==> config.mk <==
export PLATFORM = sky130hd
export DESIGN_NAME = decoder_stream_host
export DESIGN_NICKNAME = d
export VERILOG_FILES = /design/src/rtl/decoder_stream_host.sv
export SDC_FILE = /design/constraint.sdc
export NUM_CORES = 1
export LEC_CHECK = 0
export BUFFER_PORTS_ARGS = -buffer_cell sky130_fd_sc_hd__buf_2
export CAP_MARGIN = 25
export CORE_MARGIN = 2
export CORE_UTILIZATION = 25
export CTS_BUF_LIST = sky130_fd_sc_hd__clkbuf_4 sky130_fd_sc_hd__clkbuf_8
export DETAILED_ROUTE_END_ITERATION = 10
export GPL_TIMING_DRIVEN = 0
export PLACE_DENSITY_LB_ADDON = 0.3
export SLEW_MARGIN = 40
export SYNTH_ARGS = -nofsm -noshare
export SYNTH_HDL_FRONTEND = slang
export SYNTH_SLANG_ARGS = --single-unit
==> constraint.sdc <==
create_clock -name clk -period 1.85 [get_ports clk]
set_clock_uncertainty 0.15 [all_clocks]
set_input_delay 0.185 -clock clk [delete_from_list [all_inputs] [get_ports clk]]
set_output_delay 0.185 -clock clk [all_outputs]
set_load 0.01 [all_outputs]
==> src/rtl/decoder_stream_host.sv <==
// Host-side byte streamer for the decoder: sends a header and the latched
// measurement image, then collects the stats and correction response bytes.
module decoder_stream_host #(
    parameter int          GRID_WIDTH_X   = 4,
    parameter int          GRID_WIDTH_Z   = 1,
    parameter int          GRID_WIDTH_U   = 5,
    parameter logic [7:0]  HEADER_BYTE    = 8'h01,
    parameter int          TIMEOUT_CYCLES = 65535,
    localparam int ROUNDS = GRID_WIDTH_U / 2,
    localparam int MB     = (GRID_WIDTH_X * GRID_WIDTH_Z + 7) / 8,
    localparam int CW     = (GRID_WIDTH_X - 1) * GRID_WIDTH_Z + (GRID_WIDTH_X - 1) * GRID_WIDTH_Z + 1
                            + GRID_WIDTH_X * GRID_WIDTH_Z,
    localparam int CB     = (CW + 7) / 8,
    localparam int NMEAS  = ROUNDS * MB,
    localparam int NCORR  = ROUNDS * CB
) (
    input  logic                 clk,
    input  logic                 reset,
    input  logic                 start,
    input  logic [NMEAS*8-1:0]   meas_data,
    output logic [7:0]           tx_data,
    output logic                 tx_valid,
    input  logic                 tx_ready,
    input  logic [7:0]           rx_data,
    input  logic                 rx_valid,
    output logic                 rx_ready,
    output logic                 busy,
    output logic                 done,
    output logic                 error,
    output logic [7:0]           iteration_count,
    output logic [15:0]          cycle_count,
    output logic [NCORR*8-1:0]   correction_out,
    output logic [2:0]           o_dbg_state
);

    typedef enum logic [2:0] {
        IDLE, SEND_HDR, SEND_MEAS, RECV_STATS, RECV_CORR, FINISH
    } state_t;

    localparam logic [15:0] LAST_MEAS = 16'(NMEAS - 1);
    localparam logic [15:0] LAST_CORR = 16'(NCORR - 1);
    localparam logic [15:0] TO_LAST   = 16'(TIMEOUT_CYCLES - 1);

    state_t                 r_state;
    state_t                 w_next;
    logic [NMEAS*8-1:0]     r_meas;
    logic [15:0]            r_tx_cnt;
    logic [15:0]            r_rx_cnt;
    logic [15:0]            r_idle_cnt;
    logic                   r_timeout;
    logic [7:0]             r_iter;
    logic [15:0]            r_cyc;
    logic [NCORR*8-1:0]     r_corr;
    logic                   w_tx_hs;
    logic                   w_rx_hs;
    logic                   w_rx_phase;
    logic                   w_idle_expire;
    logic [7:0]             w_meas_byte;

    // Valid/ready: a byte moves on any rising edge where valid and ready are both high;
    // the sender holds data stable while valid is high and ready is low.
    assign w_rx_phase      = (r_state == RECV_STATS) || (r_state == RECV_CORR);
    assign tx_valid        = (r_state == SEND_HDR) || (r_state == SEND_MEAS);
    assign rx_ready        = w_rx_phase;
    assign busy            = (r_state != IDLE);
    assign done            = (r_state == FINISH);
    assign error           = done && r_timeout;
    assign w_tx_hs         = tx_valid && tx_ready;
    assign w_rx_hs         = rx_valid && rx_ready;
    assign w_idle_expire   = w_rx_phase && !w_rx_hs && (r_idle_cnt == TO_LAST);
    assign iteration_count = r_iter;
    assign cycle_count     = r_cyc;
    assign correction_out  = r_corr;
    assign o_dbg_state     = r_state;

    always_comb begin
        w_meas_byte = '0;
        for (int k = 0; k < NMEAS; k++) begin
            if (r_tx_cnt == 16'(k)) w_meas_byte = r_meas[8*k +: 8];
        end
    end

    always_comb begin
        tx_data = '0;
        case (r_state)
            SEND_HDR:  tx_data = HEADER_BYTE;
            SEND_MEAS: tx_data = w_meas_byte;
            default:   tx_data = '0;
        endcase
    end

    always_comb begin
        w_next = r_state;
        case (r_state)
            IDLE:       if (start) w_next = SEND_HDR;
            SEND_HDR:   if (w_tx_hs) w_next = SEND_MEAS;
            SEND_MEAS:  if (w_tx_hs && r_tx_cnt == LAST_MEAS) w_next = RECV_STATS;
            RECV_STATS: begin
                if (w_rx_hs && r_rx_cnt == 16'd2) w_next = RECV_CORR;
                else if (w_idle_expire)           w_next = FINISH;
            end
            RECV_CORR: begin
                if (w_rx_hs && r_rx_cnt == LAST_CORR) w_next = FINISH;
                else if (w_idle_expire)               w_next = FINISH;
            end
            FINISH:     w_next = IDLE;
            default:    w_next = IDLE;
        endcase
    end

    always_ff @(posedge clk) begin
        if (reset) begin
            r_state    <= IDLE;
            r_meas     <= '0;
            r_tx_cnt   <= '0;
            r_rx_cnt   <= '0;
            r_idle_cnt <= '0;
            r_timeout  <= 1'b0;
            r_iter     <= '0;
            r_cyc      <= '0;
            r_corr     <= '0;
        end else begin
            r_state <= w_next;
            case (r_state)
                IDLE: begin
                    if (start) begin
                        r_meas     <= meas_data;
                        r_tx_cnt   <= '0;
                        r_rx_cnt   <= '0;
                        r_idle_cnt <= '0;
                        r_timeout  <= 1'b0;
                        r_iter     <= '0;
                        r_cyc      <= '0;
                        r_corr     <= '0;
                    end
                end
                SEND_MEAS: begin
                    if (w_tx_hs) r_tx_cnt <= r_tx_cnt + 16'd1;
                end
                RECV_STATS, RECV_CORR: begin
                    if (w_rx_hs) begin
                        r_idle_cnt <= '0;
                        // The counter restarts at zero to index the correction bytes.
                        if (r_state == RECV_STATS && r_rx_cnt == 16'd2) r_rx_cnt <= '0;
                        else if (r_rx_cnt != 16'hFFFF)                 r_rx_cnt <= r_rx_cnt + 16'd1;
                        if (r_state == RECV_STATS) begin
                            case (r_rx_cnt)
                                16'd0:   r_iter       <= rx_data;
                                16'd1:   r_cyc[15:8]  <= rx_data;
                                default: r_cyc[7:0]   <= rx_data;
                            endcase
                        end else begin
                            for (int j = 0; j < NCORR; j++) begin
                                if (r_rx_cnt == 16'(j)) r_corr[8*j +: 8] <= rx_data;
                            end
                        end
                    end else begin
                        r_idle_cnt <= r_idle_cnt + 16'd1;
                        if (w_idle_expire) r_timeout <= 1'b1;
                    end
                end
                default: ;
            endcase
        end
    end

endmodule

[After elaboration in Yosys (flattened, before gate mapping)]
Cells that the tools add are included.
Storage, ports and cells
  register bits after elaboration: 124
  bits in latches: 0
  memory bits (writable): 0
  memory bits (read-only): 0
  input bits: 29
  output and inout port bits: 72
  logic and storage cells: 114
  memories: 0
Cells by class
  add/sub/neg operators: 3
  multiply operators: 0
  div/mod/pow operators: 0
  order comparisons: 0
  equality and inequality tests: 26
  shift operators: 0
  muxes and demuxes: 39
  bitwise logic cells: 0
  reductions and logical operators: 33
Operators with widths (number)
  two-way mux 16 bit: 8
  case mux 16 bit (2 select lines): 4
  two-way mux 32 bit: 3
  two-way mux 8 bit: 10
  case mux 32 bit (2 select lines): 1
  adder 16 x 1 -> 16 bit (second input constant): 3
  AND reduction 5 bit: 7
  equality test 16 x 1 -> 1 bit (second input constant): 2
  equality test 16 x 2 -> 1 bit (second input constant): 2
  logical NOT 16 bit: 2
  case mux 8 bit (2 select lines): 2
  != test 2 bit (second input constant): 13
  two-way mux 3 bit: 6
  equality test 16 bit (second input constant): 1
  != test 16 bit (second input constant): 1
  case mux 3 bit (5 select lines): 1
  logical AND 1 bit: 9
  AND reduction 4 bit: 2
  equality test 3 x 2 -> 1 bit (second input constant): 2
  equality test 3 bit (second input constant): 2
  AND reduction 3 bit: 2
  AND reduction 2 bit: 2
  nonzero test 2 bit: 2
  OR reduction 2 bit: 2
  other kinds (9): 12

[Logic depth before layout (Yosys ltp)]
Gate-level depths: netlist of the first run.
  word-level depth: 9
  gate-level depth with buffers: 7
  depth with buffers taken out: 7

[Least setup slack after synthesis of the first run]
No wires, ideal clock.
  path type: flip-flop to output port
  start: reg r_state[0], in the netlist o_dbg_state[0]
  end: out tx_data[1]
  arrival: 1758 ps
  data required time: 1515 ps
  path slack: -243 ps
  stages on the path, launching flop included: 6
  path buffers: 1
  path through: dfxtp_1 > buf_2 > nor2_1 > nand3_1 > nor3b_1 > a22o_1
On the way
  cells in the longest elaborated chain, start to end: 2
  elaborated cells between the ends (all ways): 3
  classes of those cells: 2 x eq/ne; 1 x mux
Ends and longest elaborated chain
  from (decl): line 44  | state_t r_state;
  from (signal assigned): line 123  | r_state <= w_next;
  equality test 3 x 2 -> 1 bit / equality test 3 x 1 -> 1 bit (equally long branches): line 85  | case (r_state)
  case mux 8 bit (2 select lines) *: line 85
  to (decl): line 21  | output logic [7:0] tx_data,
Every way passes the cells marked *; elsewhere a longest branch is shown, timed or not.

[Worst setup path in the final report of the first run]
  start: reg r_tx_cnt[6]
  end: out tx_data[3]
On the way
  cells in the longest elaborated chain, start to end: 4
  elaborated cells between the ends (all ways): 5
  classes of those cells: 1 x eq/ne; 3 x mux; 1 x reduce/logical
Ends and longest elaborated chain
  from (decl): line 47  | logic [15:0] r_tx_cnt;
  from (signal assigned): line 138  | if (w_tx_hs) r_tx_cnt <= r_tx_cnt + 16'd1;
  logical NOT 16 bit: line 79  | if (r_tx_cnt == 16'(k)) w_meas_byte = r_meas[8*k +: 8];
  two-way mux 8 bit: line 79
  two-way mux 8 bit *: line 79
  case mux 8 bit (2 select lines) *: line 85
Marks and branches as above.

==> results.sh, run 1 <==
export IMPL_outcome="finished with violations"
export IMPL_violations="negative setup slack"
export IMPL_routedWlPerCell_um=16.12
export IMPL_cp_start_kind="flop"
export IMPL_final_hold_viol_count=0
export IMPL_seq_area_frac_synth=0.4230
export IMPL_synth_edff_count=0
export IMPL_clk_pin_slew_ns=0.08
export IMPL_dr_pass1_iters=4
export IMPL_setup_viol=106
export IMPL_fin_util=0.4056
export IMPL_worstSetupPathType="reg2out"
export IMPL_h_tree_depth=4
export IMPL_dp_hpwl_um=11650
export IMPL_fin_ws_ns=-0.5814
export IMPL_hold_slack_ns=0.04297
export IMPL_synthArstFlopShare=0
export IMPL_leakage_nw=3.763
export IMPL_ys_flop_type="dfxtp_1"
export IMPL_gp_congestion=0.8331
export IMPL_synth_avg_cell_area_um2=8.932
export IMPL_numCtsBuffers=17
export IMPL_r2r_worst_path_cells=9
export IMPL_syn_to_final_growth_pct=60.77
export IMPL_yosysWarningCount=0
export IMPL_via_per_inst=4.736
export IMPL_nets=921
export IMPL_holdPathStages=4
export IMPL_antenna_cells=0
export IMPL_ys_ff_latch=124
export IMPL_row_count=56
export IMPL_syn_cell_area_um2=5868
export IMPL_fin_area_um2=9434
export IMPL_pre_cts_slack_ns=-0.7738
export IMPL_drv_slew=0
export IMPL_root_buffer="clkbuf_8"
export IMPL_drcViolationCount=0
export IMPL_synth_nets=695
export IMPL_fmax_ghz=0.4113
export IMPL_drive_gt1_frac=0.4297
export IMPL_vias=5754
export IMPL_die_h_um=157.2
export IMPL_grt_pass1_wl_um=29720
export IMPL_antenna_found_initial=0
export IMPL_wl_um=19590
export IMPL_power_density_nw_per_um2=761.8
export IMPL_clock_latency_ns=0.46
export IMPL_period_needed_ns=2.431
export IMPL_grt_pass1_vias=5565
export IMPL_dieWidth_um=157.2
export IMPL_ant_nets=0
export IMPL_drtIter0Drc=310
export IMPL_cts_tree="built"
export IMPL_dpl_instance_area_um2=6804
export IMPL_ir_drop_mv=0.4156
export IMPL_path_max_fanout=7
export IMPL_clockBufferDepth=2
export IMPL_cts_sinks=124
export IMPL_setup_tns_ns=-17.56
export IMPL_syn_inst=657
export IMPL_slew_headroom=0.6501
export IMPL_worst_pin_slew_ns=0.5232
export IMPL_grt_max_degree=17
export IMPL_io_buffers=98
export IMPL_start_util=0.2523
export IMPL_track_usage=0.1531
export IMPL_hp_class="in2reg"
export IMPL_drv_cap=0
export IMPL_gr_total_overflow=0
export IMPL_cp_arrival_ns=2.10
export IMPL_ios=101
export IMPL_required_ns=1.51
export IMPL_period_share=1.314
export IMPL_die_area_um2=24710
export IMPL_end_kind="primary output"
export IMPL_coreArea_um2=23260
export IMPL_rsz0062_at_grt="true"
export IMPL_ys_types=58
[stage by stage]
| stage | cells | power, W |
|---|---|---|
| 3_5_place_dp | 1074 | 0.003858 |
| 2_1_floorplan | 657 | 0.003547 |
| 5_1_grt | 1215 | 0.007492 |
| 3_3_place_gp | 1074 | 0.003859 |
| 6_report | 1215 | 0.007187 |
| 4_1_cts | 1194 | 0.007025 |
[kinds of logic after synthesis]
logic type / synth area share
adder cells (fa/ha/maj): 0.01919
flip-flops: 0.4230
buffers and inverters: 0.03305
XOR/XNOR: 0.03582
multiplexers: 0.1045
AO/OA/AOI/OAI: 0.1292
AND/OR/NAND/NOR: 0.2552
[synthesized netlist by cell type (9+ instances only)]
library cell / n / share of area
o21ai_0: 11 / 0.0094
xnor2_1: 12 / 0.018
ha_1: 9 / 0.019
nor2_1: 47 / 0.030
inv_1: 16 / 0.010
xor2_1: 12 / 0.018
nor2_2: 9 / 0.0096
dfxtp_1: 124 / 0.42
nand4_1: 11 / 0.012
nand3_1: 21 / 0.018
mux2i_1: 59 / 0.10
o31ai_1: 16 / 0.020
nand2_1: 70 / 0.045
a21oi_1: 37 / 0.032
nor2b_1: 9 / 0.0096
clkbuf_1: 19 / 0.012
nand2b_1: 64 / 0.068
nor4_1: 10 / 0.011
[per-layer routing]
layer,up-vias,GRT usage,routed length (µm)
li1,2773,-,-
met1,2784,0.1940,8569
met2,166,0.2371,9196
met3,31,0.06305,1442
met4,0,0.04675,377
met5,-,0,0
[worst paths after layout]
kind | from | end | slack (ns)
worst min register to register | r_meas[2] | r_meas[2] | 0.31
worst max register to register | o_dbg_state[2] | r_rx_cnt[9] | -0.26
worst max-delay path | r_tx_cnt[6] | tx_data[3] | -0.58
worst min-delay path | tx_ready | r_tx_cnt[0] | 0.04
[state kept, by name, summed over array words and instances (netlist names)]
| name | cells |
|---|---|
| iteration_count | 8 |
| cycle_count | 16 |
| o_dbg_state | 3 |
| r_timeout | 1 |
| r_rx_cnt | 16 |
| correction_out | 32 |
| r_meas | 16 |
| r_tx_cnt | 16 |
| r_idle_cnt | 16 |
[layout make-up]
class	instances	area, µm²
Clock buffer	17	234.0
Inverter	16	62.56
Multi-Input combinational cell	488	4053
Sequential cell	124	2527
Fill cell	2313	13830
Clock inverter	15	180.2
Tap cell	319	399.1
Timing Repair Buffer	209	1732
Buffer	27	246.5
[layout by cell type (no fill, tap or decap), types with 6 or more instances in the layout]
cell,count
nand2_4,9
buf_8,9
ha_1,6
nor2_4,14
clkbuf_1,8
clkbuf_8,18
a21oi_1,25
nor2b_1,9
nand2_1,56
nor2_1,40
xnor2_1,11
a21oi_2,6
nand2b_1,62
buf_6,40
o21ai_0,6
buf_2,96
dlygate4sd3_1,24
mux2i_1,58
dfxtp_2,12
buf_12,10
nor4_4,6
inv_1,13
dfxtp_4,8
a22o_1,7
nand3_1,13
buf_4,40
dfxtp_1,104
a21oi_4,8
xor2_1,12
nand4_1,11
o31ai_4,10
[power breakdown]
| part | internal (W) | switching, W |
|---|---|---|
| clock network | 0.00124 | 0.00133 |
| logic | 0.000937 | 0.000893 |
| registers | 0.00273 | 0.0000550 |
| total | 0.00491 | 0.00228 |
[critical path: stages (launching register included)]
cell     delay (ns)
dfxtp_4        0.36
nor4_4         0.29
and4_4         0.29
nand3_4        0.09
nor3b_4        0.18
buf_6          0.15
a22o_1         0.14
buf_2          0.13
[repair_timing]
item / CTS / global route
gates cloned: 3 / 1
setup endpoints to repair: 134 / 127
hold endpoints to repair: 71 / 0
pin swaps: 44 / 54
setup buffers: 62 / 28
gates resized for setup: 180 / 115
hold buffers: 24 / 0
(Power assumes the default switching activity.)
==> run 2, diff against run 1 <==
--- a/config.mk
+++ b/config.mk
@@ -7,6 +7,7 @@
 export LEC_CHECK = 0
 export BUFFER_PORTS_ARGS = -buffer_cell sky130_fd_sc_hd__buf_2
 export CAP_MARGIN = 25
+export CORE_ASPECT_RATIO = 1.2
 export CORE_MARGIN = 2
 export CORE_UTILIZATION = 25
 export CTS_BUF_LIST = sky130_fd_sc_hd__clkbuf_4 sky130_fd_sc_hd__clkbuf_8
==> run 2 against run 1 <==
  * The run still ends with negative setup slack left
  * Critical path depth is the same
  * Register-to-register slack lost 0.05 ns
  * Final cell count shrank 0.41%
  * Combinational power shrank 2%
  * Flip-flop and latch count is the same
  * Critical endpoint unchanged
==> results.sh, run 2 (synthesis gave the netlist of run 1 again) <==
export IMPL_outcome="finished with violations"
export IMPL_violations="negative setup slack"
export IMPL_dieWidth_um=143.9
export IMPL_clk_pin_slew_ns=0.07
export IMPL_slew_headroom=0.5891
export IMPL_fillerInstances=2220
export IMPL_via_per_inst=4.652
export IMPL_gr_total_overflow=0
export IMPL_drtIter0Drc=167
export IMPL_period_share=1.300
export IMPL_seq_area_um2=2524
export IMPL_leakage_nw=3.742
export IMPL_cts_tree="built"
export IMPL_wl_um=19250
export IMPL_grt_max_degree=17
export IMPL_ant_nets=0
export IMPL_mostFrequentLayoutCells="dfxtp_1 (105), buf_2 (95), nand2b_1 (62), mux2i_1 (59), nand2_1 (56)"
export IMPL_multiInputGateArea_um2=3979
export IMPL_routedWlPerCell_um=15.91
export IMPL_die_area_um2=24720
export IMPL_dp_hpwl_um=11730
export IMPL_path_max_fanout=7
export IMPL_cp_arrival_ns=2.07
export IMPL_fin_area_um2=9348
export IMPL_fin_util=0.4042
export IMPL_fin_ws_ns=-0.5544
export IMPL_largest_reg_flops=32
export IMPL_required_ns=1.51
export IMPL_grt_pass1_wl_um=28800
export IMPL_grt_pass1_vias=5458
export IMPL_cts_sinks=124
export IMPL_rsz0062_at_grt="true"
export IMPL_drv_slew=0
export IMPL_io_buffers=98
export IMPL_worstSetupPathType="reg2out"
export IMPL_drcViolationCount=0
export IMPL_fmax_ghz=0.4159
export IMPL_worst_pin_slew_ns=0.6163
export IMPL_antenna_cells=0
export IMPL_gp_congestion=0.8286
export IMPL_root_buffer="clkbuf_8"
export IMPL_power_density_nw_per_um2=782.9
export IMPL_holdPathStages=4
export IMPL_antenna_found_initial=0
export IMPL_die_h_um=171.8
export IMPL_syn_to_final_growth_pct=59.30
export IMPL_r2r_worst_path_cells=7
export IMPL_end_kind="primary output"
export IMPL_drv_cap=0
export IMPL_dr_pass1_iters=4
export IMPL_cp_start_kind="flop"
export IMPL_clock_latency_ns=0.45
export IMPL_row_count=61
export IMPL_ios=101
export IMPL_period_needed_ns=2.404
export IMPL_final_hold_viol_count=0
export IMPL_dpl_instance_area_um2=6799
export IMPL_hp_class="in2reg"
export IMPL_ir_drop_mv=0.5121
export IMPL_start_util=0.2537
export IMPL_drive_gt1_frac=0.4089
export IMPL_h_tree_depth=4
export IMPL_layout_commonest_cell="dfxtp_1"
export IMPL_nets=920
export IMPL_numCtsBuffers=17
export IMPL_vias=5629
export IMPL_clockBufferDepth=2
export IMPL_coreArea_um2=23130
export IMPL_track_usage=0.1494
export IMPL_setup_viol=103
-- run 2: changes by cell type in the layout (fill, tap and decap cells not counted), moves of 3 or more --
cell and delta:
o22ai_1 +3, nand2_4 -5, buf_6 -7, o22ai_2 -3, buf_8 -4, buf_4 +6
nand2_8 +4, nand3_2 -3, nand3_1 +3, inv_6 -3, o31ai_4 -4
-- run 2: what timing repair did --
| action | in CTS | in global routing |
|---|---|---|
| cloned | 1 | 2 |
| gates resized for setup | 164 | 96 |
| pin swaps | 49 | 52 |
| hold buffers | 16 | 8 |
| endpoints found under the setup margin | 134 | 135 |
| endpoints found under the hold margin | 16 | 56 |
| buffers inserted | 50 | 42 |
-- run 2: cell type report --
class | count | area share
Sequential cell | 124 | 0.2700
Clock inverter | 13 | 0.02021
Buffer | 27 | 0.02677
Tap cell | 315 | 0.04216
Inverter | 16 | 0.007496
Clock buffer | 19 | 0.02731
Timing Repair Buffer | 208 | 0.1804
Multi-Input combinational cell | 488 | 0.4256
-- run 2: path summary, 6_finish.rpt --
check        slack (ns)            end           start
max               -0.55     tx_data[3]     r_tx_cnt[6]
min                0.06    r_tx_cnt[0]        tx_ready
min reg2reg        0.31      r_timeout       r_timeout
max reg2reg       -0.31  r_idle_cnt[7]  o_dbg_state[1]
-- run 2: where the power goes --
| part | leakage [nW] | switching, W | internal (W) | total (W) |
|---|---|---|---|---|
| Sequential | 1.01 | 0.0000612 | 0.00273 | 0.00279 |
| Combinational | 2.51 | 0.000868 | 0.000920 | 0.00179 |
| Clock | 0.217 | 0.00121 | 0.00153 | 0.00274 |
| Total | 3.74 | 0.00214 | 0.00518 | 0.00732 |
-- run 2: worst max-delay path, stage by stage, from the launching register on --
cell and delay (ns):
dfxtp_2 0.35, nor4_4 0.26, and4_4 0.29, nand3_4 0.09
nor3b_4 0.19, buf_6 0.15, a22o_1 0.16, buf_2 0.13
-- run 2: per-stage QoR --
stage / cells / worst slack (ns) / power, W / TNS (ns) / hold WS [ns]
floorplan: 657 / -0.1254 / 0.003547 / -1.466 / 0.1710
global placement: 1070 / -0.6839 / 0.003862 / -62.14 / 0.2840
detailed placement: 1070 / -0.6793 / 0.003860 / -60.66 / 0.2837
CTS: 1168 / -0.5451 / 0.007116 / -15.93 / 0.03067
global route: 1210 / -0.6847 / 0.007593 / -26.65 / 0.08509
finish: 1210 / -0.5544 / 0.007319 / -19.72 / 0.05581
-- run 2: per-layer routing --
layer / global-route usage / part of all wire / vias to the layer above
met5: 0 / 0 / -
met3: 0.04928 / 0.060 / 36
li1: - / - / 2760
met1: 0.1773 / 0.41 / 2695
met4: 0.04604 / 0.021 / 0
met2: 0.2551 / 0.51 / 138
